==> src/rtl/pacman_pkg.sv <==
`default_nettype none
// ============================================================================
// Module      : pacman_pkg
// Description : Shared types, keycodes, maze defaults and direction helpers
//               for Pac-Man and the ghost movers.
// Revision    : 1.0 - initial release
// ============================================================================
package pacman_pkg;

  // Heading encoding: opposite directions differ only in bit 1.
  typedef enum logic [1:0] {
    DIR_UP    = 2'd0,
    DIR_LEFT  = 2'd1,
    DIR_DOWN  = 2'd2,
    DIR_RIGHT = 2'd3
  } dir_t;

  typedef enum logic [2:0] {
    ST_IDLE     = 3'd0,
    ST_QRY_NEXT = 3'd1,
    ST_CHK_NEXT = 3'd2,
    ST_QRY_CUR  = 3'd3,
    ST_CHK_CUR  = 3'd4,
    ST_MOVE     = 3'd5
  } state_t;

  // USB HID keycodes for W/A/S/D.
  localparam logic [7:0] KEY_W = 8'h1A;
  localparam logic [7:0] KEY_A = 8'h04;
  localparam logic [7:0] KEY_S = 8'h16;
  localparam logic [7:0] KEY_D = 8'h07;

  // Maze geometry shared by every mover.
  localparam int PKG_TILE   = 16;
  localparam int PKG_MAZE_W = 40;
  localparam int PKG_MAZE_H = 30;

  // Unit step along a heading: each field is -1, 0 or +1.
  typedef struct packed {
    logic signed [1:0] dx;
    logic signed [1:0] dy;
  } delta_t;

  function automatic dir_t reverse(input dir_t d);
    return dir_t'(d ^ 2'b10);
  endfunction

  function automatic delta_t step(input dir_t d);
    delta_t r;
    r = '{dx: 2'sd0, dy: 2'sd0};
    case (d)
      DIR_UP:    r.dy = -2'sd1;
      DIR_LEFT:  r.dx = -2'sd1;
      DIR_DOWN:  r.dy = 2'sd1;
      DIR_RIGHT: r.dx = 2'sd1;
      default:   r = '{dx: 2'sd0, dy: 2'sd0};
    endcase
    return r;
  endfunction

endpackage
`default_nettype wire

==> src/rtl/pacman_motion_tick_sync.sv <==
`default_nettype none
// ============================================================================
// Module      : tick_sync
// Description : Two-flop synchronizer for the raw vsync level followed by a
//               rising-edge detector producing a one-cycle pulse.
// Ports       : Clk, Reset    - clock / synchronous active-high reset
//               tick_in       - asynchronous vsync level
//               tick_pulse    - one-cycle pulse on each synchronized rise
// Revision    : 1.0 - initial release
// ============================================================================
module tick_sync (
  input  logic Clk,
  input  logic Reset,
  input  logic tick_in,
  output logic tick_pulse
);

  logic sync1_q, sync1_d;
  logic sync2_q, sync2_d;
  logic edge_q,  edge_d;

  always_comb begin
    sync1_d = tick_in;
    sync2_d = sync1_q;
    edge_d  = sync2_q;
  end

  always_ff @(posedge Clk) begin
    if (Reset) begin
      sync1_q <= 1'b0;
      sync2_q <= 1'b0;
      edge_q  <= 1'b0;
    end else begin
      sync1_q <= sync1_d;
      sync2_q <= sync2_d;
      edge_q  <= edge_d;
    end
  end

  assign tick_pulse = sync2_q & ~edge_q;

endmodule
`default_nettype wire

==> src/rtl/pacman_motion.sv <==
`default_nettype none
// ============================================================================
// Module      : pacman_motion
// Description : Per-frame Pac-Man mover. Buffers the last WASD direction and
//               applies it at the next tile-aligned position where the maze
//               permits, querying the wall ROM (1-cycle latency) as needed.
// Ports       : Clk, Reset       - clock / synchronous active-high reset
//               frame_tick       - raw vsync level (edge-detected inside)
//               enable           - game running; low freezes motion
//               keycode[7:0]     - USB keycode
//               wq_col/wq_row    - wall ROM query tile
//               wall             - ROM answer for previous-cycle query
//               pX/pY[9:0]       - top-left position in pixels
//               dir[1:0]         - heading (UP/LEFT/DOWN/RIGHT = 0..3)
//               moving           - last update moved Pac-Man
//               busy             - update in progress
// Revision    : 1.0 - initial release
// ============================================================================
module pacman_motion
  import pacman_pkg::*;
#(
  parameter int TILE    = PKG_TILE,
  parameter int SPEED   = 2,
  parameter int MAZE_W  = PKG_MAZE_W,
  parameter int MAZE_H  = PKG_MAZE_H,
  parameter int START_X = 304,
  parameter int START_Y = 368
) (
  input  logic       Clk,
  input  logic       Reset,
  input  logic       frame_tick,
  input  logic       enable,
  input  logic [7:0] keycode,
  output logic [5:0] wq_col,
  output logic [4:0] wq_row,
  input  logic       wall,
  output logic [9:0] pX,
  output logic [9:0] pY,
  output logic [1:0] dir,
  output logic       moving,
  output logic       busy
);

  localparam int         TILE_LOG2 = $clog2(TILE);
  localparam logic [9:0] X_MAX     = 10'((MAZE_W - 1) * TILE);
  localparam logic [9:0] STEP_PX   = 10'(SPEED);
  localparam logic [5:0] COL_MAX   = 6'(MAZE_W - 1);
  localparam logic [4:0] ROW_MAX   = 5'(MAZE_H - 1);

  logic tick_pulse;

  tick_sync u_tick_sync (
    .Clk        (Clk),
    .Reset      (Reset),
    .tick_in    (frame_tick),
    .tick_pulse (tick_pulse)
  );

  state_t     state_q,     state_d;
  logic [9:0] px_q,        px_d;
  logic [9:0] py_q,        py_d;
  dir_t       dir_q,       dir_d;
  dir_t       buf_dir_q,   buf_dir_d;
  logic       buf_valid_q, buf_valid_d;
  dir_t       cand_q,      cand_d;
  logic       moving_q,    moving_d;
  logic       clamp_q,     clamp_d;
  logic [5:0] wq_col_q,    wq_col_d;
  logic [4:0] wq_row_q,    wq_row_d;

  logic       aligned;
  logic [5:0] cur_col;
  logic [4:0] cur_row;
  dir_t       qdir;
  delta_t     qdelta;
  logic [5:0] ahead_col;
  logic [4:0] ahead_row;
  logic       ahead_clamp;
  logic       query_en;
  logic       key_hit;
  dir_t       key_dir;
  logic       blocked;

  assign aligned = (px_q[TILE_LOG2-1:0] == '0) && (py_q[TILE_LOG2-1:0] == '0);
  assign cur_col = 6'(px_q >> TILE_LOG2);
  assign cur_row = 5'(py_q >> TILE_LOG2);

  // The only query in QRY_NEXT is for the buffered turn; all others probe
  // straight ahead.
  assign qdir   = (state_q == ST_QRY_NEXT) ? buf_dir_q : dir_q;
  assign qdelta = step(qdir);

  // Tile ahead: columns wrap through the tunnel, rows clamp and the clamp
  // is remembered so the following check treats it as a wall.
  always_comb begin
    ahead_col   = cur_col;
    ahead_row   = cur_row;
    ahead_clamp = 1'b0;
    if (qdelta.dx < 2'sd0)
      ahead_col = (cur_col == 6'd0) ? COL_MAX : cur_col - 6'd1;
    else if (qdelta.dx > 2'sd0)
      ahead_col = (cur_col == COL_MAX) ? 6'd0 : cur_col + 6'd1;
    if (qdelta.dy < 2'sd0) begin
      if (cur_row == 5'd0) ahead_clamp = 1'b1;
      else                 ahead_row   = cur_row - 5'd1;
    end else if (qdelta.dy > 2'sd0) begin
      if (cur_row == ROW_MAX) ahead_clamp = 1'b1;
      else                    ahead_row   = cur_row + 5'd1;
    end
  end

  always_comb begin
    key_hit = 1'b1;
    key_dir = DIR_UP;
    case (keycode)
      KEY_W:   key_dir = DIR_UP;
      KEY_A:   key_dir = DIR_LEFT;
      KEY_S:   key_dir = DIR_DOWN;
      KEY_D:   key_dir = DIR_RIGHT;
      default: key_hit = 1'b0;
    endcase
  end

  assign blocked = wall | clamp_q;

  always_comb begin
    state_d     = state_q;
    px_d        = px_q;
    py_d        = py_q;
    dir_d       = dir_q;
    buf_dir_d   = buf_dir_q;
    buf_valid_d = buf_valid_q;
    cand_d      = cand_q;
    moving_d    = moving_q;
    query_en    = 1'b0;

    case (state_q)
      ST_IDLE: begin
        if (tick_pulse && enable) state_d = ST_QRY_NEXT;
      end
      ST_QRY_NEXT: begin
        if (buf_valid_q && (buf_dir_q == reverse(dir_q))) begin
          // Reversal is always legal: the tile behind was just vacated.
          dir_d       = buf_dir_q;
          buf_valid_d = 1'b0;
          state_d     = ST_MOVE;
        end else if (buf_valid_q && (buf_dir_q != dir_q) && aligned) begin
          query_en = 1'b1;
          cand_d   = buf_dir_q;
          state_d  = ST_CHK_NEXT;
        end else begin
          state_d = ST_QRY_CUR;
        end
      end
      ST_CHK_NEXT: begin
        if (!blocked) begin
          // Adopt the direction that was actually checked; a newer key
          // pressed meanwhile stays pending.
          dir_d = cand_q;
          if (buf_dir_q == cand_q) buf_valid_d = 1'b0;
          state_d = ST_MOVE;
        end else begin
          state_d = ST_QRY_CUR;
        end
      end
      ST_QRY_CUR: begin
        if (!aligned) begin
          state_d = ST_MOVE;
        end else begin
          query_en = 1'b1;
          state_d  = ST_CHK_CUR;
        end
      end
      ST_CHK_CUR: begin
        if (!blocked) begin
          state_d = ST_MOVE;
        end else begin
          moving_d = 1'b0;
          state_d  = ST_IDLE;
        end
      end
      ST_MOVE: begin
        case (dir_q)
          DIR_LEFT:  px_d = (px_q == 10'd0)  ? X_MAX : px_q - STEP_PX;
          DIR_RIGHT: px_d = (px_q == X_MAX)  ? 10'd0 : px_q + STEP_PX;
          DIR_UP:    py_d = py_q - STEP_PX;
          DIR_DOWN:  py_d = py_q + STEP_PX;
          default:   px_d = px_q;
        endcase
        moving_d = 1'b1;
        state_d  = ST_IDLE;
      end
      default: state_d = ST_IDLE;
    endcase

    // Key writes come last so a press in the same cycle as a clear wins.
    if (key_hit) begin
      buf_dir_d   = key_dir;
      buf_valid_d = 1'b1;
    end
  end

  // Query address is formed from registered state and presented during the
  // Q state itself, so the ROM answer lines up with the following CHK state.
  assign wq_col   = query_en ? ahead_col : wq_col_q;
  assign wq_row   = query_en ? ahead_row : wq_row_q;
  assign wq_col_d = wq_col;
  assign wq_row_d = wq_row;
  assign clamp_d  = query_en ? ahead_clamp : clamp_q;

  always_ff @(posedge Clk) begin
    if (Reset) begin
      state_q     <= ST_IDLE;
      px_q        <= 10'(START_X);
      py_q        <= 10'(START_Y);
      dir_q       <= DIR_LEFT;
      buf_dir_q   <= DIR_LEFT;
      buf_valid_q <= 1'b0;
      cand_q      <= DIR_LEFT;
      moving_q    <= 1'b0;
      clamp_q     <= 1'b0;
      wq_col_q    <= 6'd0;
      wq_row_q    <= 5'd0;
    end else begin
      state_q     <= state_d;
      px_q        <= px_d;
      py_q        <= py_d;
      dir_q       <= dir_d;
      buf_dir_q   <= buf_dir_d;
      buf_valid_q <= buf_valid_d;
      cand_q      <= cand_d;
      moving_q    <= moving_d;
      clamp_q     <= clamp_d;
      wq_col_q    <= wq_col_d;
      wq_row_q    <= wq_row_d;
    end
  end

  assign pX     = px_q;
  assign pY     = py_q;
  assign dir    = dir_q;
  assign moving = moving_q;
  assign busy   = (state_q != ST_IDLE);

endmodule
`default_nettype wire

==> config.mk <==
export PLATFORM = sky130hd
export DESIGN_NAME = pacman_motion
export DESIGN_NICKNAME = d
export VERILOG_FILES = /design/src/rtl/pacman_pkg.sv /design/src/rtl/pacman_motion_tick_sync.sv /design/src/rtl/pacman_motion.sv
export SDC_FILE = /design/constraint.sdc
export NUM_CORES = 1
export LEC_CHECK = 0
export BUFFER_PORTS_ARGS = -buffer_cell sky130_fd_sc_hd__buf_2
export CORE_ASPECT_RATIO = 1.5
export CORE_MARGIN = 4
export CORE_UTILIZATION = 25
export DETAILED_ROUTE_END_ITERATION = 10
export GPL_TIMING_DRIVEN = 0
export PLACE_DENSITY = 0.52
export SYNTH_ARGS = -nofsm -noshare
export SYNTH_HDL_FRONTEND = slang
export SYNTH_SLANG_ARGS = --single-unit
==> constraint.sdc <==
create_clock -name Clk -period 2.9 [get_ports Clk]
set_input_delay 0.58 -clock Clk [delete_from_list [all_inputs] [get_ports Clk]]
set_output_delay 0.58 -clock Clk [all_outputs]
set_load 0.005 [all_outputs]
Word level (Yosys, flattened, before mapping)
Index checks and enable logic that the tools add are counted.
W data, S select, Z words.
{"block": "word_totals", "regBits": 46, "inputBits": 13, "output_inout_bits": 35}
{"block": "classes", "n_addsub": 8, "n_lt_le_gt_ge": 4, "n_eq_ne": 28, "muxes": 44, "bitwise": 5, "reduce_logical": 26}
{"cell": "$pmux W10 S2", "count": 2}
{"cell": "$mux W6", "count": 5}
{"cell": "$mux W5", "count": 5}
{"cell": "$add A10 B2 Y10 const B", "count": 2}
{"cell": "$mux W10", "count": 2}
{"cell": "$sub A10 B2 Y10 const B", "count": 2}
{"cell": "$eq A8 B3 Y1 const B", "count": 2}
{"cell": "$eq A8 B5 Y1 const B", "count": 2}
{"cell": "$mux W1", "count": 15}
{"cell": "$pmux W3 S5", "count": 1}
{"cell": "$mux W3", "count": 4}
{"cell": "$pmux W2 S2", "count": 3}
{"cell": "$eq A10 B10 Y1 const B", "count": 1}
{"cell": "$logic_not A10 Y1", "count": 1}
{"cell": "$eq A2 B2 Y1 const B", "count": 4}
{"cell": "$logic_not A4 Y1", "count": 2}
{"cell": "$reduce_bool A2 Y1", "count": 4}
{"cell": "$add A6 B1 Y6 const B", "count": 1}
{"cell": "$eq A3 B2 Y1 const B", "count": 2}
{"cell": "$eq A3 B3 Y1 const B", "count": 2}
{"cell": "$eq A6 B6 Y1 const B", "count": 1}
{"cell": "$logic_not A6 Y1", "count": 1}
{"cell": "$mux W2", "count": 3}
{"cell": "$ne A2 B2 Y1 const B", "count": 3}
{"cell": "27 further kinds", "count": 45}

Logic depth before layout (Yosys ltp)
Gate-level depths: netlist of run 1.
{"block": "depth", "ltp_word": 8, "depth_mapped": 9, "mapped_depth_nobuf": 8}

Hierarchy
Synthesis of run 1 repeated with hierarchy kept, for this count alone.
{"block": "unflattened", "hier_cells": 426, "area_unflattened_um2": 3365.7}
{"mod": "pacman_motion", "n_inst": 1, "cells_each": 419, "area_each_um2": 3278.1}
{"mod": "tick_sync", "n_inst": 1, "cells_each": 7, "area_each_um2": 87.6}

Worst setup path before layout of run 1
Ideal clock, no wire load.
{"block": "synth_path", "path_kind": "flip-flop to output port", "startpoint": "register px_q[5] (netlist: pX[5])", "endpoint": "output wq_col[4]", "arrival_time_ns": 1.932, "setup_slack_ns": 0.388, "stages_incl_launch_ff": 9, "path_cell_list": "dfxtp_1 clkbuf_1 inv_1 ha_1 nor3b_1 mux2_2 nor2_1 a221oi_1 a21oi_1"}
{"block": "synth_via", "elab_chain_cells": 5}
{"element": "start, declared", "line_no": "pacman_motion.sv:60", "source": "logic [9:0] px_q, px_d;"}
{"element": "start signal, assigned", "line_no": "pacman_motion.sv:214", "source": "px_q <= 10'(START_X);"}
{"element": "start signal, assigned", "line_no": "pacman_motion.sv:226", "source": "px_q <= px_d;"}
{"element": "$add A6 B1 Y6 or $eq A6 B6 Y1 (tied branches)", "line_no": "pacman_motion.sv:102", "source": "ahead_col = (cur_col == COL_MAX) ? 6'd0 : cur_col + 6'd1;"}
{"element": "$mux W6", "line_no": "pacman_motion.sv:102"}
{"element": "$mux W6", "line_no": "pacman_motion.sv:101", "source": "else if (qdelta.dx > 2'sd0)"}
{"element": "$mux W6 (*)", "line_no": "pacman_motion.sv:99", "source": "if (qdelta.dx < 2'sd0)"}
{"element": "$mux W6 (*)", "line_no": "pacman_motion.sv:205", "source": "assign wq_col = query_en ? ahead_col : wq_col_q;"}
{"element": "end, declared", "line_no": "pacman_motion.sv:34", "source": "output logic [5:0] wq_col,"}
Every way passes the cells marked *; elsewhere a longest branch is shown, timed or not.

Worst setup path in the final report of run 1
{"block": "layout_path", "startpoint": "register state_q[2]", "endpoint": "output wq_col[0]"}
{"block": "layout_via", "elab_chain_cells": 8}
{"element": "start, declared", "line_no": "pacman_motion.sv:59", "source": "state_t state_q, state_d;"}
{"element": "start signal, assigned", "line_no": "pacman_motion.sv:225", "source": "state_q <= state_d;"}
{"element": "$eq A3 B1 Y1", "line_no": "pacman_motion.sv:90, pacman_motion.sv:137"}
{"element": "$mux W2", "line_no": "pacman_motion.sv:90", "source": "assign qdir = (state_q == ST_QRY_NEXT) ? buf_dir_q : dir_q;"}
{"element": "$eq A2 B2 Y1 or $eq A2 B1 Y1 (tied branches)", "line_no": "pacman_pkg.sv:51", "source": "case (d)"}
{"element": "$pmux W2 S2", "line_no": "pacman_pkg.sv:51"}
{"element": "$gt A2 B1 Y1", "line_no": "pacman_motion.sv:101"}
{"element": "$mux W6", "line_no": "pacman_motion.sv:101"}
{"element": "$mux W6", "line_no": "pacman_motion.sv:99"}
{"element": "$mux W6 (*)", "line_no": "pacman_motion.sv:205"}
Marks and branches as above.

==> results.md, run 1 <==
* Clock tree sinks at 44
* Required time worst endpoint at 2320 ps
* N_diodes at 0
* YS warnings at 0
* MaxCap Viol Count at 0
* P_leak at 1.66 nW
* Slew @ Worst Pin at 727 ps
* Synth Cell Area at 0.00332 mm2
* #FFs+latches synth at 44
* Leading area contributor after synthesis: dfxtp_1
* Ys flop type: dfxtp_1
* Share of the synthesized area in the top cell type at 0.265
* Clock Skew at 11.2 ps
* Layout area overhead at 30.4%
* GR Util All Layers at 0.142
* Top post-synthesis cells by area: dfxtp_1 27%, a21oi_1 5.3%, ha_1 5.3%
* Async SR Flop Fraction at 0
* Starting Density at 0.255
* TritonCTS clock tree: yes
* Die H at 149 um
* CP Launch Type: flop
* Worst-Skew Late Latency at 290 ps
* Iteration-0 DRC Markers at 217
* # IOs at 48
* Rows at 51
* Largest net degree at the start of global routing at 16
* Gr ovfl total at 0
* Clock Tree Root: clkbuf_16
* Syn Inst Count at 421
* Die Span X at 102 um
* CTS Buffer Depth at 2
* Synth top cells by count: 44 x dfxtp_1, 37 x nor2_1, 35 x a21oi_1, 33 x nand2_1, 22 x nor3_1
* Layout net count at 526
* Minimum clock period at 2900 ps
* First-pass iteration count of the detailed router at 4
* Status: finished, final reports clean
* Max VDD drop at 0.000228 V
* RSZ-0062 raised after global routing: yes
* H-tree levels at 2
* Placed inst area at 0.00374 mm2
* Dpl cells at 625
* Seq/Total Area, Yosys at 0.265
* Via Count at 3544
* Final hold violation count at 0
* Final GP Congestion at 0.894
* Fin crit share at 0.999
* Syn Area/Cell at 7.89 um2
* Final Non-Filler Cells at 658
* Vias per cell at 5.39
* Final setup vio count at 0
* WP data arrival at 2320 ps
* DR DRC count at 0
* First-pass GRT wire length at 17400 um
* CP Max Fanout at 9
* I/O Buffers at 44
* Wirelength per Cell at 16.2 um
* Critical path class: flop to output pin
* Post-CTS Hold Buffers at 0
* Worst hold path class: flop to flop
* Final slew viol count at 0
* Initial antenna violation count at 0
* Core ar. at 0.0130 mm2
* Antenna-violating nets left at 0
* DP HPWL at 7930 um
* Synth cell types at 69
* Max-slew headroom at 0.515
* Post-Layout Inst Area at 0.00433 mm2
* Clk pin slew, worst setup/hold paths at 70 ps
* Final WS setup at 1.98 ps
* Maximum clock rate at 345 MHz
* Number of synthesized flops with an enable pin at 0
* Pre-CTS setup slack at -222 ps
* Pwr dens at 313 mW/mm2
* Layout cells sized above 1 at 0.291
* Total wire length at 10700 um
* Count leader, synth: dfxtp_1
* Number of global-route vias before repair at 3470
* Inserted Clock Buffers at 5
* Die area at 0.0152 mm2
* Crit. End Element: output pin
-- final timing paths --
path | start | endpoint | slack [ps] | cells past startpoint
max reg2reg | dir[0]$_SDFFE_PP1P_ | pY[8]$_SDFFE_PP1P_ | 240 | 9
max | state_q[2]$_SDFFE_PP0P_ | wq_col[0] | 2 | 9
min | u_tick_sync.sync1_q$_SDFF_PP0_ | u_tick_sync.edge_d$_SDFF_PP0_ | 440 | 1
min reg2reg | u_tick_sync.sync1_q$_SDFF_PP0_ | u_tick_sync.edge_d$_SDFF_PP0_ | 440 | 1
-- power by group --
group	internal (mW)	switching [mW]	leakage, nW	total, mW
clock	0.410	0.266	0.0840	0.676
sequential	0.607	0.00136	0.356	0.608
combinational	0.0289	0.0413	1.22	0.0702
total	1.05	0.308	1.66	1.35
-- critical path: stages (launching register included) --
cell and delay, ps:
dfxtp_2 320, buf_6 120, nor3b_4 290, buf_6 150, mux2i_4 360, buf_6 200, nor4_2 60, a211oi_2 240
a21oi_1 130, buf_2 150
-- placed cells by master (no fill, tap or decap), drive strengths merged, types with 7 or more instances in the layout --
cell type,Yosys,routed
clkbuf,14,18
xor2,8,8
a211oi,12,12
o211ai,10,10
a21oi,35,35
nand3,19,19
o21ai,20,20
ha,14,14
mux2i,10,10
nor2,38,38
or3,10,10
inv,13,13
dfxtp,44,44
nor3,24,24
buf,13,83
xnor2,7,7
nor2b,7,7
nand2,33,33
-- metal layers --
layer | share of wire | GRT usage | wire length (um) | up-vias
met5 | 0 | 0 | 0 | -
met1 | 0.39 | 0.158 | 4130 | 1705
met2 | 0.55 | 0.265 | 5840 | 97
met3 | 0.042 | 0.0215 | 447 | 22
met4 | 0.025 | 0.0545 | 263 | 0
li1 | - | - | - | 1720
-- area by class of cell --
cell class	instances	area [um2]
fill	1402	8690
multi-input combinational	337	2450
sequential	44	887
timing repair buffer	70	420
tap	159	199
buffer	26	144
clock buffer	5	125
inverter	14	55.1
clock inverter	3	47.5
-- sequential cells by signal, summed over array words and instances, names as in the netlist, 2 cells and up --
register	count
state_q	3
pX	9
wq_row_q	5
wq_col_q	6
pY	9
dir	2
buf_dir_q	2
cand_q	2
-- cells by family after synthesis --
logic type                 after synthesis  share of synthesized area
adders and majority gates               15                     0.0588
DFF                                     44                      0.265
xor gates and xnor gates                15                     0.0396
muxes                                   16                     0.0505
buffers and inverters                   41                     0.0573
other                                    1                    0.00113
and+or+nand+nor                        167                      0.267
AOI/OAI and AO/OA                      122                      0.261
-- per-stage QoR --
step / hold slack, ps / setup TNS [ps] / total power, mW / util
after floorplan: 414 / 0 / 0.657 / -
after global placement: 419 / -598 / 0.681 / 0.288
after detailed placement: 432 / -587 / 0.683 / 0.288
after CTS: 451 / 0 / 1.36 / 0.315
after global routing: 466 / -432 / 1.40 / 0.333
final: 445 / 0 / 1.35 / 0.333
-- repair_timing --
| action | in CTS | in global routing |
|---|---|---|
| setup buffers | 9 | 16 |
| setup endpoints to repair | 11 | 12 |
| cloned | 0 | 1 |
| pin swaps | 8 | 15 |
| resized for setup | 24 | 27 |
Note: power is estimated with default switching activity, not from simulation.
==> run 2, diff against run 1 <==
--- a/config.mk
+++ b/config.mk
@@ -11,7 +11,7 @@
 export CORE_UTILIZATION = 25
 export DETAILED_ROUTE_END_ITERATION = 10
 export GPL_TIMING_DRIVEN = 0
-export PLACE_DENSITY = 0.52
+export PLACE_DENSITY = 0.45
 export SYNTH_ARGS = -nofsm -noshare
 export SYNTH_HDL_FRONTEND = slang
 export SYNTH_SLANG_ARGS = --single-unit
==> run 2 against run 1 <==
Compared with the run above: clock skew is 4.1 ps lower; sequential cell count unchanged; non-clock buffer count shrank 2; global-route usage is 0.42 points higher; maximum frequency grew 2.6%; register-to-register slack hardly changed; largest cell class unchanged; highest routed layer unchanged.
==> results.md, run 2 (synthesis results as in run 1) <==
* Clock Skew at 7.07 ps
* Pwr dens at 319 mW/mm2
* CTS Buffer Depth at 2
* Critical R2R Capture: pY[9]$_SDFFE_PP0P_
* Slowest cell on crit path: or4b_1
* Final GP Congestion at 0.844
* Setup TNS at 0 ps
* Slew @ Worst Pin at 758 ps
* Worst path max stage delay at 500 ps
* Final Non-Filler Cells at 656
* Clk pin slew, worst setup/hold paths at 70 ps
* MaxCap Viol Count at 0
* Hold path startpoint: u_tick_sync.sync1_q$_SDFF_PP0_
* Layout area overhead at 29.9%
* R2R cell count at 9
* Status: finished, final reports clean
* Most common cell after layout, fill and taps aside: buf_2
* Die H at 149 um
* Starting Density at 0.255
* Commonest cells after routing, fill and taps aside: 50 x buf_2, 38 x dfxtp_1, 35 x nor2_1
* GR Util All Layers at 0.146
* Overall power at 1.38 mW
* Clock tree sinks at 44
* Rows at 51
* Crit. End Element: output pin
* Placed inst area at 0.00374 mm2
* Worst r2r src: dir[0]$_SDFFE_PP1P_
* Via Count at 3479
* CP startpoint: state_q[1]$_SDFFE_PP0P_
* I/O Buffers at 44
* Hold endpoint: u_tick_sync.edge_d$_SDFF_PP0_
* Critical path class: flop to output pin
* Die area at 0.0152 mm2
* CP Launch Type: flop
* Post-CTS Hold Buffers at 0
* Flop2flop setup slack at 240 ps
* Max-slew headroom at 0.495
* Final setup vio count at 0
* H-tree levels at 2
* # IOs at 48
* Antenna-violating nets left at 0
* DP HPWL at 8230 um
* Final slew viol count at 0
* Required time worst endpoint at 2320 ps
* Final WS setup at 75.6 ps
* Total wire length at 10900 um
* Dpl cells at 625
* Initial antenna violation count at 0
* Worst hold stages at 1
* Delay-heaviest family, CP: simple AND/OR/NAND/NOR gates
* Die Span X at 102 um
* Minimum clock period at 2820 ps
* Post-Layout Inst Area at 0.00431 mm2
* Largest net degree at the start of global routing at 15
* Maximum clock rate at 354 MHz
* Gr ovfl total at 0
* Max VDD drop at 0.000188 V
* Clock Tree Root: clkbuf_16
* First-pass iteration count of the detailed router at 4
* Vias per cell at 5.30
* Worst Path Buf+Inv at 2
* Wirelength per Cell at 16.6 um
* P_leak at 1.66 nW
* Layout cells sized above 1 at 0.290
* Layout net count at 524
* CP Max Fanout at 4
* RSZ-0062 raised after global routing: yes
* Number of global-route vias before repair at 3545
* Worst-Skew Late Latency at 290 ps
* N_diodes at 0
* Crit path cell chain: or3b_4 > buf_6 > mux2i_2 > or4b_1 > a21oi_2 > o31ai_1 > buf_2
* WP data arrival at 2240 ps
* Core ar. at 0.0130 mm2
* First-pass GRT wire length at 17500 um
* Inserted Clock Buffers at 5
* TritonCTS clock tree: yes
* DR DRC count at 0
* Iteration-0 DRC Markers at 149
* Fin crit share at 0.974
* Worst hold path class: flop to flop
* Final hold violation count at 0
* Pre-CTS setup slack at -255 ps
-- run 2: cell count changes in the layout (fill, tap and decap cells not counted), sizes merged --
cell / previous run / this run
clkinv: 3 / 2
buf: 83 / 82
-- run 2: per-layer routing --
metal / share of wire / vias up / global-route usage
li1: - / 1706 / -
met1: 0.39 / 1674 / 0.148
met2: 0.54 / 67 / 0.280
met3: 0.026 / 32 / 0.0220
met4: 0.041 / 0 / 0.0735
met5: 0 / - / 0
-- run 2: worst reg2reg max path, stage by stage, from the launching register on --
cell       delay, ps
dfxtp_1          440
buf_2            290
inv_1            120
nand2_2          200
ha_1             310
a21oi_1          270
o2111ai_1        200
and3_1           200
o21ai_0          180
mux2_2           350
-- run 2: area by class of cell --
class	count	area, um2
clock buffer	6	139
buffer	26	156
multi-input combinational	337	2430
clock inverter	2	38.8
timing repair buffer	68	412
fill	1435	8700
sequential	44	888
tap	159	199
inverter	14	52.6
-- run 2: worst max-delay path by stage --
stage / end / cells past startpoint
3_5_place_dp: wq_col[4] / 9
2_1_floorplan: wq_col[4] / 8
5_1_grt: wq_row[1] / 8
3_3_place_gp: wq_col[4] / 9
6_report: wq_row[4] / 7
4_1_cts: wq_row[1] / 8
-- run 2: power by group --
group | switching, mW | internal (mW) | leakage (nW) | total (mW)
Sequential | 0.00125 | 0.607 | 0.355 | 0.608
Combinational | 0.0424 | 0.0310 | 1.22 | 0.0734
Clock | 0.263 | 0.432 | 0.0871 | 0.695
-- run 2: metrics by stage --
step | utilization | hold slack [ps]
after CTS | 0.318 | 445
after global routing | 0.331 | 457
after global placement | 0.288 | 420
after detailed placement | 0.288 | 428
final | 0.331 | 441
after floorplan | - | 414
-- run 2: repair_timing --
item,in CTS,in global routing
pin swaps,9,7
buffers inserted,14,10
gates resized for setup,26,30
endpoints found under the setup margin,12,12
cloned,0,0
==> run 3, diff against run 2 <==
--- a/config.mk
+++ b/config.mk
@@ -7,7 +7,7 @@
 export LEC_CHECK = 0
 export BUFFER_PORTS_ARGS = -buffer_cell sky130_fd_sc_hd__buf_2
 export CORE_ASPECT_RATIO = 1.5
-export CORE_MARGIN = 4
+export CORE_MARGIN = 5
 export CORE_UTILIZATION = 25
 export DETAILED_ROUTE_END_ITERATION = 10
 export GPL_TIMING_DRIVEN = 0
==> run 3 against run 2 <==
Compared with the run above: sequential cell count stayed put; clock power is 21% higher; via count is 0.86% lower; largest power group unchanged.
==> results.md, run 3 (synthesis results as in run 1) <==
* Slew @ Worst Pin at 802 ps
* Max-slew headroom at 0.465
* Pre-CTS setup slack at -258 ps
* Gr ovfl total at 0
* Worst path max stage delay at 430 ps
* Worst hold stages at 1
* Layout cells sized above 1 at 0.289
* Final setup vio count at 0
* Die H at 151 um
* R2R cell count at 9
* Met3 wire len at 406 um
* Critical path class: flop to output pin
* Post-Route M1 WL at 4200 um
* Clock tree sinks at 44
* N_diodes at 0
* Wirelength per Cell at 16.9 um
* Hold path startpoint: u_tick_sync.sync1_q$_SDFF_PP0_
* Total wire length at 11000 um
* Fin crit share at 0.997
* Worst r2r src: dir[0]$_SDFFE_PP1P_
* Crit. End Element: output pin
* Antenna-violating nets left at 0
* MaxCap Viol Count at 0
* Die Span X at 104 um
* CP Max Fanout at 6
* WP data arrival at 2310 ps
* Via Count at 3449
* GR Util All Layers at 0.138
* Critical R2R Capture: pY[9]$_SDFFE_PP0P_
* Iteration-0 DRC Markers at 165
* Slowest cell on crit path: a2111oi_4
* Top cell by count, worst path: buf_6
* Routed met2 length at 5910 um
* Die area at 0.0157 mm2
* DR DRC count at 0
* Rows at 51
* Final slew viol count at 0
* Initial antenna violation count at 0
* # IOs at 48
* Flop2flop setup slack at 220 ps
* First-pass GRT wire length at 17700 um
* Worst-Skew Late Latency at 290 ps
* Inserted Clock Buffers at 5
* Hold endpoint: u_tick_sync.edge_d$_SDFF_PP0_
* Max VDD drop at 0.000265 V
* I/O Buffers at 44
* Commonest cells after routing, fill and taps aside: 51 x buf_2, 38 x dfxtp_1, 35 x nor2_1
* Final GP Congestion at 0.841
* Layout area overhead at 30.5%
* DP HPWL at 8260 um
* Register area at 891 um2
* Clock Skew at 5.80 ps
* H-tree levels at 2
* First-pass iteration count of the detailed router at 4
* Layout net count at 519
* Number of global-route vias before repair at 3486
* Top Metal Used: met4
* Clock Tree Root: clkbuf_16
* Vias per cell at 5.30
* Multi-input gate area at 0.00245 mm2
* Required time worst endpoint at 2320 ps
* Crit path cell chain: buf_6 > nor3b_4 > buf_6 > mux2i_4 > o211ai_2 > a2111oi_4 > nor2_2 > buf_2
* Maximum clock rate at 346 MHz
* Final WS setup at 9.78 ps
* Core ar. at 0.0130 mm2
* CP Launch Type: flop
* Starting Density at 0.255
* Largest net degree at the start of global routing at 15
* Minimum clock period at 2890 ps
* Most common cell after layout, fill and taps aside: buf_2
* RSZ-0062 raised after global routing: yes
* P_leak at 1.66 nW
* TritonCTS clock tree: yes
* Setup TNS at 0 ps
* Pwr dens at 351 mW/mm2
* Status: finished, final reports clean
* FILL cells at 1425
* Worst hold path class: flop to flop
* CTS Buffer Depth at 2
* Final hold violation count at 0
* Clk pin slew, worst setup/hold paths at 70 ps
-- run 3: cell types whose count changed in the layout (fill, tap and decap cells not counted), sizes merged --
| cell | change |
|---|---|
| clkinv | -1 |
| clkbuf | -1 |
| bufinv | +2 |
| buf | -5 |
-- run 3: worst max-delay path, delay by kind of cell (launching register included) --
family,cells,cell delay [ps]
DFF,1,330
AOI/OAI and AO/OA,2,610
and+or+nand+nor,2,350
buffers and inverters,3,400
muxes,1,330
-- run 3: how the worst max path moves through the flow --
stage	slack, ps	start	end
floorplan	390	pX[5]$_SDFFE_PP1P_	wq_col[4]
global placement	-310	pX[5]$_SDFFE_PP1P_	wq_col[4]
detailed placement	-260	pX[5]$_SDFFE_PP1P_	wq_col[4]
CTS	-9	state_q[1]$_SDFFE_PP0P_	wq_row[4]
global route	-110	state_q[0]$_SDFFE_PP0P_	wq_row[1]
finish	10	state_q[0]$_SDFFE_PP0P_	wq_row[1]
-- run 3: through the flow --
| stage | total power [mW] | cell area (um2) | util | instances | hold WS, ps |
|---|---|---|---|---|---|
| 6_report | 1.52 | 4330 | 0.333 | 651 | 438 |
| 3_5_place_dp | 0.684 | 3740 | 0.288 | 625 | 426 |
| 3_3_place_gp | 0.683 | 3740 | 0.288 | 625 | 419 |
| 5_1_grt | 1.57 | 4330 | 0.333 | 651 | 458 |
| 4_1_cts | 1.54 | 4150 | 0.319 | 641 | 444 |
| 2_1_floorplan | 0.657 | 3320 | - | 422 | 414 |
-- run 3: power breakdown --
| part | switching, mW | internal [mW] |
|---|---|---|
| clock | 0.262 | 0.581 |
| combinational | 0.0414 | 0.0291 |
| sequential | 0.00122 | 0.606 |
| total | 0.304 | 1.22 |
-- run 3: layer usage --
layer  track usage  vias up
met1         0.136     1634
met2         0.268       81
li1              -     1705
met4        0.0823        0
met5             0        -
met3        0.0243       29
-- run 3: area by class of cell --
type / count / share of cell area
well taps: 159 / 0.0459
multi-input cells: 337 / 0.566
clock inverters: 3 / 0.0208
clock buffers: 5 / 0.0289
plain buffers: 26 / 0.0347
repair buffers: 63 / 0.0855
inverters: 14 / 0.0127
flip-flops and latches: 44 / 0.206
-- run 3: repair_timing --
| item | in CTS | in global routing |
|---|---|---|
| pin swaps | 9 | 11 |
| hold endpoints to repair | 0 | 0 |
| endpoints found under the setup margin | 11 | 12 |
| gates cloned | 0 | 0 |
| gates resized for setup | 28 | 31 |
| hold buffers | 0 | 0 |
| setup buffers | 8 | 11 |
